<file path="config.mk">
export PLATFORM = sky130hd
export DESIGN_NAME = demux2x4_buf
export DESIGN_NICKNAME = d
export VERILOG_FILES = /design/src/rtl/demux2x4_buf.sv
export SDC_FILE = /design/constraint.sdc
export NUM_CORES = 1
export LEC_CHECK = 0
export ABC_CLOCK_PERIOD_IN_PS = 4540
export CORE_UTILIZATION = 40
export CTS_BUF_LIST = sky130_fd_sc_hd__clkbuf_16
export DETAILED_ROUTE_END_ITERATION = 8
export GPL_TIMING_DRIVEN = 1
export PLACE_DENSITY = 0.73
export SLEW_MARGIN = 20
export SYNTH_ARGS = -nofsm -noshare
export SYNTH_HDL_FRONTEND = slang
export SYNTH_SLANG_ARGS = --single-unit
</file>
<file path="constraint.sdc">
create_clock -name clk -period 4.54 [get_ports clk]
set_clock_uncertainty 0.15 [all_clocks]
set_input_delay 0.908 -clock clk [delete_from_list [all_inputs] [get_ports clk]]
set_output_delay 0.908 -clock clk [all_outputs]
set_load 0.005 [all_outputs]
</file>
<file path="src/rtl/demux2x4_buf.sv">
// demux2x4_buf: registered 1-to-2 demultiplexer with a one-entry buffer per lane.
// A nibble source is steered into lane 0 or lane 1. Each lane drains through its
// own valid/ready handshake.
// Optional feature macro: DEMUX2X4_BUF_AUTO_SEL_EN. When it is defined, an
// internal toggle bit picks the lane (alternating 0,1,0,...) and sel is ignored.
//
// Handshake semantics (all ports): a transfer happens on a rising edge where
// valid & ready are both high. A producer must not make valid depend on ready.
// in_ready is combinational from g, the target lane and that lane's state and
// consumer ready. It never looks at in_valid.
module demux2x4_buf #(
   parameter int WIDTH = 4,
   parameter int CNT_W = 8
) (
   input  logic             clk,
   input  logic             rst,
   input  logic [WIDTH-1:0] in_d,
   input  logic             in_valid,
   output logic             in_ready,
   input  logic             sel,
   input  logic             g,
   output logic [WIDTH-1:0] out0_d,
   output logic [WIDTH-1:0] out1_d,
   output logic             out0_valid,
   output logic             out1_valid,
   input  logic             out0_ready,
   input  logic             out1_ready,
   output logic             lane_sel,
   output logic [CNT_W-1:0] acc_cnt
);

   logic [1:0]       full;
   logic [WIDTH-1:0] data0;
   logic [WIDTH-1:0] data1;
   logic [1:0]       drain;
   logic             accept;
   logic             acc0;
   logic             acc1;

`ifdef DEMUX2X4_BUF_AUTO_SEL_EN
   logic t;

   // Toggle pointer: advances only on an accept, so a stalled lane holds it.
   always_ff @(posedge clk) begin
      if (rst) begin
         t <= 1'b0;
      end else if (accept) begin
         t <= ~t;
      end
   end

   assign lane_sel = t;
`else
   assign lane_sel = sel;
`endif

   // Handshake decode: a lane can take a new entry when it is empty, or when
   // it is being drained in the same cycle.
   always_comb begin
      drain[0] = full[0] & out0_ready;
      drain[1] = full[1] & out1_ready;
      in_ready = ~g & (~full[lane_sel] | drain[lane_sel]);
      accept   = in_valid & in_ready;
      acc0     = accept & ~lane_sel;
      acc1     = accept &  lane_sel;
   end

   // Lane occupancy. An accept wins over a drain on the same lane because the
   // new entry replaces the one the consumer just took.
   always_ff @(posedge clk) begin
      if (rst) begin
         full <= 2'b00;
      end else begin
         if (acc0) begin
            full[0] <= 1'b1;
         end else if (drain[0]) begin
            full[0] <= 1'b0;
         end
         if (acc1) begin
            full[1] <= 1'b1;
         end else if (drain[1]) begin
            full[1] <= 1'b0;
         end
      end
   end

   // Lane payload registers. They load only on an accept into that lane.
   always_ff @(posedge clk) begin
      if (rst) begin
         data0 <= '0;
         data1 <= '0;
      end else begin
         if (acc0) begin
            data0 <= in_d;
         end
         if (acc1) begin
            data1 <= in_d;
         end
      end
   end

   // Accepted-transfer counter. It wraps naturally at 2^CNT_W.
   always_ff @(posedge clk) begin
      if (rst) begin
         acc_cnt <= '0;
      end else if (accept) begin
         acc_cnt <= acc_cnt + 1'b1;
      end
   end

   // Lane outputs. Data is forced to zero while the lane is empty.
   always_comb begin
      out0_valid = full[0];
      out1_valid = full[1];
      out0_d     = full[0] ? data0 : '0;
      out1_d     = full[1] ? data1 : '0;
   end

endmodule

</file>
==> out/results.ini, run 1 <==
[critical_path]
criticalPathCategory=in -> out
crit_chain=clkdlybuf4s50_1, and3b_1, nor3_1, clkdlybuf4s50_1
start_kind=input pin
crit_fanout=9
crit_path_end_kind=output pin
cpPeakStageDelay_ns=0.54
worstPathRequired_ns=3.48
cpMaxStageDelayCell=clkdlybuf4s50_1
crit_arrival_ns=2.42
path_common_cell=clkdlybuf4s50_1

[clock_tree]
cts_buffer_depth=2
root_buffer=clkbuf_16
cts_resized=0
post_cts_buffers=0
numCtsBuffers=3
htreeDepth=1
cts_tree=done
cts.sinks=18
hold_buffers=0
clk_latency_ns=0.25
clk_pin_slew_ns=0.06

[placement]
port-buffer-count=30
dp_hpwl_um=1360
place_congestion=0.710
dp_cells=142
placed_area_um2=1150

[power_and_ir_drop]
pwr-share-seq_pct=43.8
p_leak_nw=0.470
pwr-share-comb_pct=9.0
powerDensity_nw_per_um2=309
pwr-share-clk_pct=47.2
p_int_uw=300
total_power_uw=380
netSwitchingFraction_pct=21.1
peakVddDrop_uv=324
p_sw_uw=80.1

[logic_synthesis]
netlist_top_cells_count=18 x dfxtp_1, 13 x nor2_1, 9 x mux2i_1
yosys_most_used_dff=dfxtp_1
netlist_area_um2=837
netlist.area_leader.share_pct=43.0
ys_warn_count=0
synth_top_area_cell=dfxtp_1
synth_area_leaders=dfxtp_1 43%, mux2i_1 11%, and2_1 6.0%, nor2_1 5.8%, a21oi_1 3.0%
async_flop_share_pct=0
yosysMostFrequentCell=dfxtp_1
syn_area_per_cell_um2=9.41
synth_nets=101
synth_edf_count=0
syn_inst=89
synth-seq-cells=18
synth_cell_types=31
seq_area_frac_synth_pct=43.0

[grt]
grt_usage_pct=18.9
grt_first_pass_wirelength_um=2880
grt_pass1_vias=651
antenna_found_initial=0
grt-ovfl-total=0
grt_max_degree=20

[cells_and_area]
drive_gt1_share_pct=5.04
nets=132
syn_to_final_growth_pct=47.1
final_util_pct=62.8
fin_area_um2=1230
stdcell_count=146
n_fill_cell=189
diodes=0

[detailed_routing]
drtPass1Iterations=4
vias=748
wl_per_cell_um=12.8
wl_um=1870
vias_per_cell=5.12
drtIter0Drc=13
ant_nets=0
drc=0

[timing]
slew_headroom_pct=54.7
fmax_mhz=287
tightestPinTransition_ns=0.678
period_needed_ns=3.48
hold_viol=0
finalSetupViolations=0
rsz0062_at_grt=no
min_period_over_period_pct=76.7
final.setup.tns_ns=0
drv_slew=0

[floorplan]
fp.dieW_um=47.7
fp.dieArea_um2=2280
core_um2=1960
rows=16
die_h_um=47.7
ios=31
initial_core_util_pct=42.7

[status]
outcome=completed

[run]
drv_cap=0

[worst_hold_path]
hold_path.class=reg -> reg

worst paths after layout:
path / startpoint / to / slack [ns] / cells after the start
worst min register to register: acc_cnt[7] / acc_cnt[7] / 0.33 / 2
worst max-delay path: sel / in_ready / 1.06 / 4
worst max register to register: acc_cnt[0] / acc_cnt[6] / 2.80 / 4
worst min-delay path: acc_cnt[7] / acc_cnt[7] / 0.33 / 2
power by group through the flow:
| stage | clock, mW | combinational (mW) | sequential [mW] |
|---|---|---|---|
| final | 0.179 | 0.0343 | 0.166 |
| after global routing | 0.189 | 0.0373 | 0.167 |
| after CTS | 0.179 | 0.0347 | 0.166 |
| after detailed placement | 0 | 0.0344 | 0.170 |
| after global placement | 0 | 0.0341 | 0.169 |
| after floorplan | 0 | 0.0158 | 0.169 |
state kept, by name (all words and copies together) (netlist names):
| register | count |
|---|---|
| data0 | 4 |
| acc_cnt | 8 |
| full | 2 |
| data1 | 4 |
layout make-up:
| type | instances | area (um^2) | share of cell area (%) |
|---|---|---|---|
| Clock buffer | 3 | 75.1 | 6.10 |
| Inverter | 1 | 3.75 | 0.305 |
| Tap cell | 27 | 33.8 | 2.74 |
| Multi-Input combinational cell | 66 | 454 | 36.9 |
| Timing Repair Buffer | 30 | 300 | 24.4 |
| Clock inverter | 1 | 3.75 | 0.305 |
| Sequential cell | 18 | 360 | 29.3 |
routing by layer:
metal | part of all wire, % | GRT usage (%) | up-vias
li1 | - | - | 372
met1 | 49 | 24.4 | 359
met2 | 46 | 28.6 | 15
met3 | 3.5 | 7.17 | 2
met4 | 1.1 | 6.67 | 0
met5 | 0 | 0 | -
stage by stage:
| step | hold WS [ns] | setup slack (ns) |
|---|---|---|
| floorplan | 0.302 | 2.20 |
| global route | 0.374 | 0.971 |
| CTS | 0.336 | 1.02 |
| detailed placement | 0.325 | 1.03 |
| global placement | 0.308 | 1.05 |
| finish | 0.332 | 1.06 |
worst max-delay path, delay by kind of cell:
family / cells / cell delay [ns]
buffers and inverters: 2 / 1.07
AND/OR/NAND/NOR: 2 / 0.45
layout by cell type (no fill, tap or decap), drive strengths merged, types with 3 or more instances in the layout:
master / synthesis / routed
clkbuf: 3 / 3
nand3: 3 / 3
nor2: 13 / 13
a21oi: 5 / 5
dfxtp: 18 / 18
and2: 8 / 8
clkdlybuf4s50: 0 / 30
mux2i: 9 / 9
logic make-up after synthesis:
family	share of synthesized area (%)
multiplexers	12.1
AO/OA/AOI/OAI	7.92
flip-flops	43.0
XOR/XNOR	3.14
buffers and inverters	2.69
adder cells (fa/ha/maj)	1.49
AND/OR/NAND/NOR	29.6
(Power assumes the default switching activity.)
==> inputs of run 2 (changes only) <==
--- a/config.mk
+++ b/config.mk
@@ -5,8 +5,8 @@
 export SDC_FILE = /design/constraint.sdc
 export NUM_CORES = 1
 export LEC_CHECK = 0
-export ABC_CLOCK_PERIOD_IN_PS = 4540
-export CORE_UTILIZATION = 40
+export ABC_CLOCK_PERIOD_IN_PS = 2900
+export CORE_UTILIZATION = 38
 export CTS_BUF_LIST = sky130_fd_sc_hd__clkbuf_16
 export DETAILED_ROUTE_END_ITERATION = 8
 export GPL_TIMING_DRIVEN = 1
==> constraint.sdc (replaced) <==
create_clock -name clk -period 2.9 [get_ports clk]
set_clock_uncertainty 0.15 [all_clocks]
set_input_delay 0.58 -clock clk [delete_from_list [all_inputs] [get_ports clk]]
set_output_delay 0.58 -clock clk [all_outputs]
set_load 0.005 [all_outputs]
==> run 2 against run 1 <==
Sequential power grew 57%. Global-route usage shrank 2.2 points. Combinational power grew 61%. Highest routed layer is now met3.
==> out/results.ini, run 2 (same netlist as run 1, synthesis figures left out) <==
[placement]
port-buffer-count=30
place_congestion=0.685
dp_hpwl_um=1360
dpl_worst_slack_ns=0.0686

[floorplan]
fp.dieW_um=48.9
core_um2=2020
initial_core_util_pct=41.4
die_h_um=48.9
fp.dieArea_um2=2390
rows=16
ios=31

[grt]
grt_max_degree=20
grt_pass1_vias=653
grt_usage_pct=16.6
antenna_found_initial=0
grt-ovfl-total=0
grt_first_pass_wirelength_um=3050

[cells_and_area]
drive_gt1_share_pct=5.88
n_fill_cell=178
regArea_um2=360
largest_register_ff_count=8
mostFrequentLayoutCell=clkdlybuf4s50_1
multiInputGateArea_um2=454
diodes=0
final_cell_mix=29 x clkdlybuf4s50_1, 18 x dfxtp_1, 13 x nor2_1, 9 x mux2i_1, 8 x and2_1
top_regs=acc_cnt x8, data0 x4, data1 x4
nets=133
syn_to_final_growth_pct=47.8
top_register=acc_cnt

[critical_path]
crit_arrival_ns=2.00
crit_path_end_kind=output pin
worstPathRequired_ns=2.17
start_kind=input pin
crit_fanout=3
criticalPathCategory=in -> out

[timing]
finalSetupViolations=0
drv_slew=0
rsz0062_at_grt=no
tightestPinTransition_ns=0.375
slew_headroom_pct=75.0
period_needed_ns=2.73
min_period_over_period_pct=94.3
final.setup.tns_ns=0
fmax_mhz=366
setup_slack_ns=0.166
hold_viol=0

[power_and_ir_drop]
pwr-share-seq_pct=44.6
peakVddDrop_uv=493
p_leak_nw=0.482
pwr-share-clk_pct=45.9
netSwitchingFraction_pct=19.8
p_sw_uw=115
powerDensity_nw_per_um2=471
p_int_uw=468
pwr-share-comb_pct=9.4

[detailed_routing]
wl_um=1810
drc=0
ant_nets=0
drtPass1Iterations=4
wl_per_cell_um=12.4
drtIter0Drc=9
vias=726
vias_per_cell=4.97

[clock_tree]
clk_pin_slew_ns=0.05
cts_tree=done
root_buffer=clkbuf_16
hold_buffers=0
numCtsBuffers=3
htreeDepth=1
post_cts_buffers=0
cts.sinks=18
cts_buffer_depth=2
clk_latency_ns=0.25

[run]
drv_cap=0

[worst_hold_path]
hold_path.class=reg -> reg

[status]
outcome=completed

==> run 2: cell count changes in the layout (fill, tap and decap cells not counted), sizes merged <==
cell / delta
buf: +1
clkinv: -1
dlymetal6s2s: +1
clkdlybuf4s50: -1
==> run 2: final timing paths <==
path,slack [ns],cells after the start,to,from
worst max register to register,1.18,4,acc_cnt[5],full[1]
worst min-delay path,0.33,2,data1[1],data1[1]
worst max-delay path,0.17,4,in_ready,out1_ready
worst min register to register,0.33,2,data1[1],data1[1]
==> run 2: cell type report <==
cell class,count,share of cell area (%)
clock buffer,3,6.07
inverter,1,0.303
multi-input combinational,66,36.7
sequential,18,29.1
timing repair buffer,31,25.1
tap,27,2.73
==> run 2: critical path: stages <==
cell and delay [ns]:
clkdlybuf4s50_1 0.49, and3b_1 0.21, nor3_1 0.18, clkdlybuf4s50_1 0.53
==> run 2: metrics by stage <==
step	area [um^2]	std cells	hold WS, ns	utilization (%)	total power [mW]
4_1_cts	1230	146	0.336	61.1	0.588
6_report	1240	146	0.327	61.2	0.583
3_3_place_gp	1160	143	0.315	57.4	0.320
2_1_floorplan	837	89	0.302	-	0.289
5_1_grt	1240	146	0.359	61.2	0.609
3_5_place_dp	1160	143	0.324	57.4	0.321
==> run 2: metal layers <==
layer  global-route usage [%]  vias to the layer above  wire [um]
met4                     4.41                        0          0
met1                     22.8                      339        936
li1                         -                      373          -
met3                     5.61                        0         68
met2                     24.8                       14        806
met5                        0                        -          0
==> run 2: what timing repair did <==
action,CTS,global route
gates resized for setup,0,1
endpoints found under the setup margin,0,1
endpoints found under the hold margin,0,0
==> run 2: power groups by stage <==
stage          Combinational, mW  Sequential [mW]  Clock (mW)
5_1_grt                   0.0601            0.261       0.287
3_5_place_dp              0.0556            0.265           0
3_3_place_gp              0.0546            0.265           0
2_1_floorplan             0.0247            0.264           0
6_report                  0.0551            0.260       0.268
4_1_cts                   0.0559            0.260       0.271
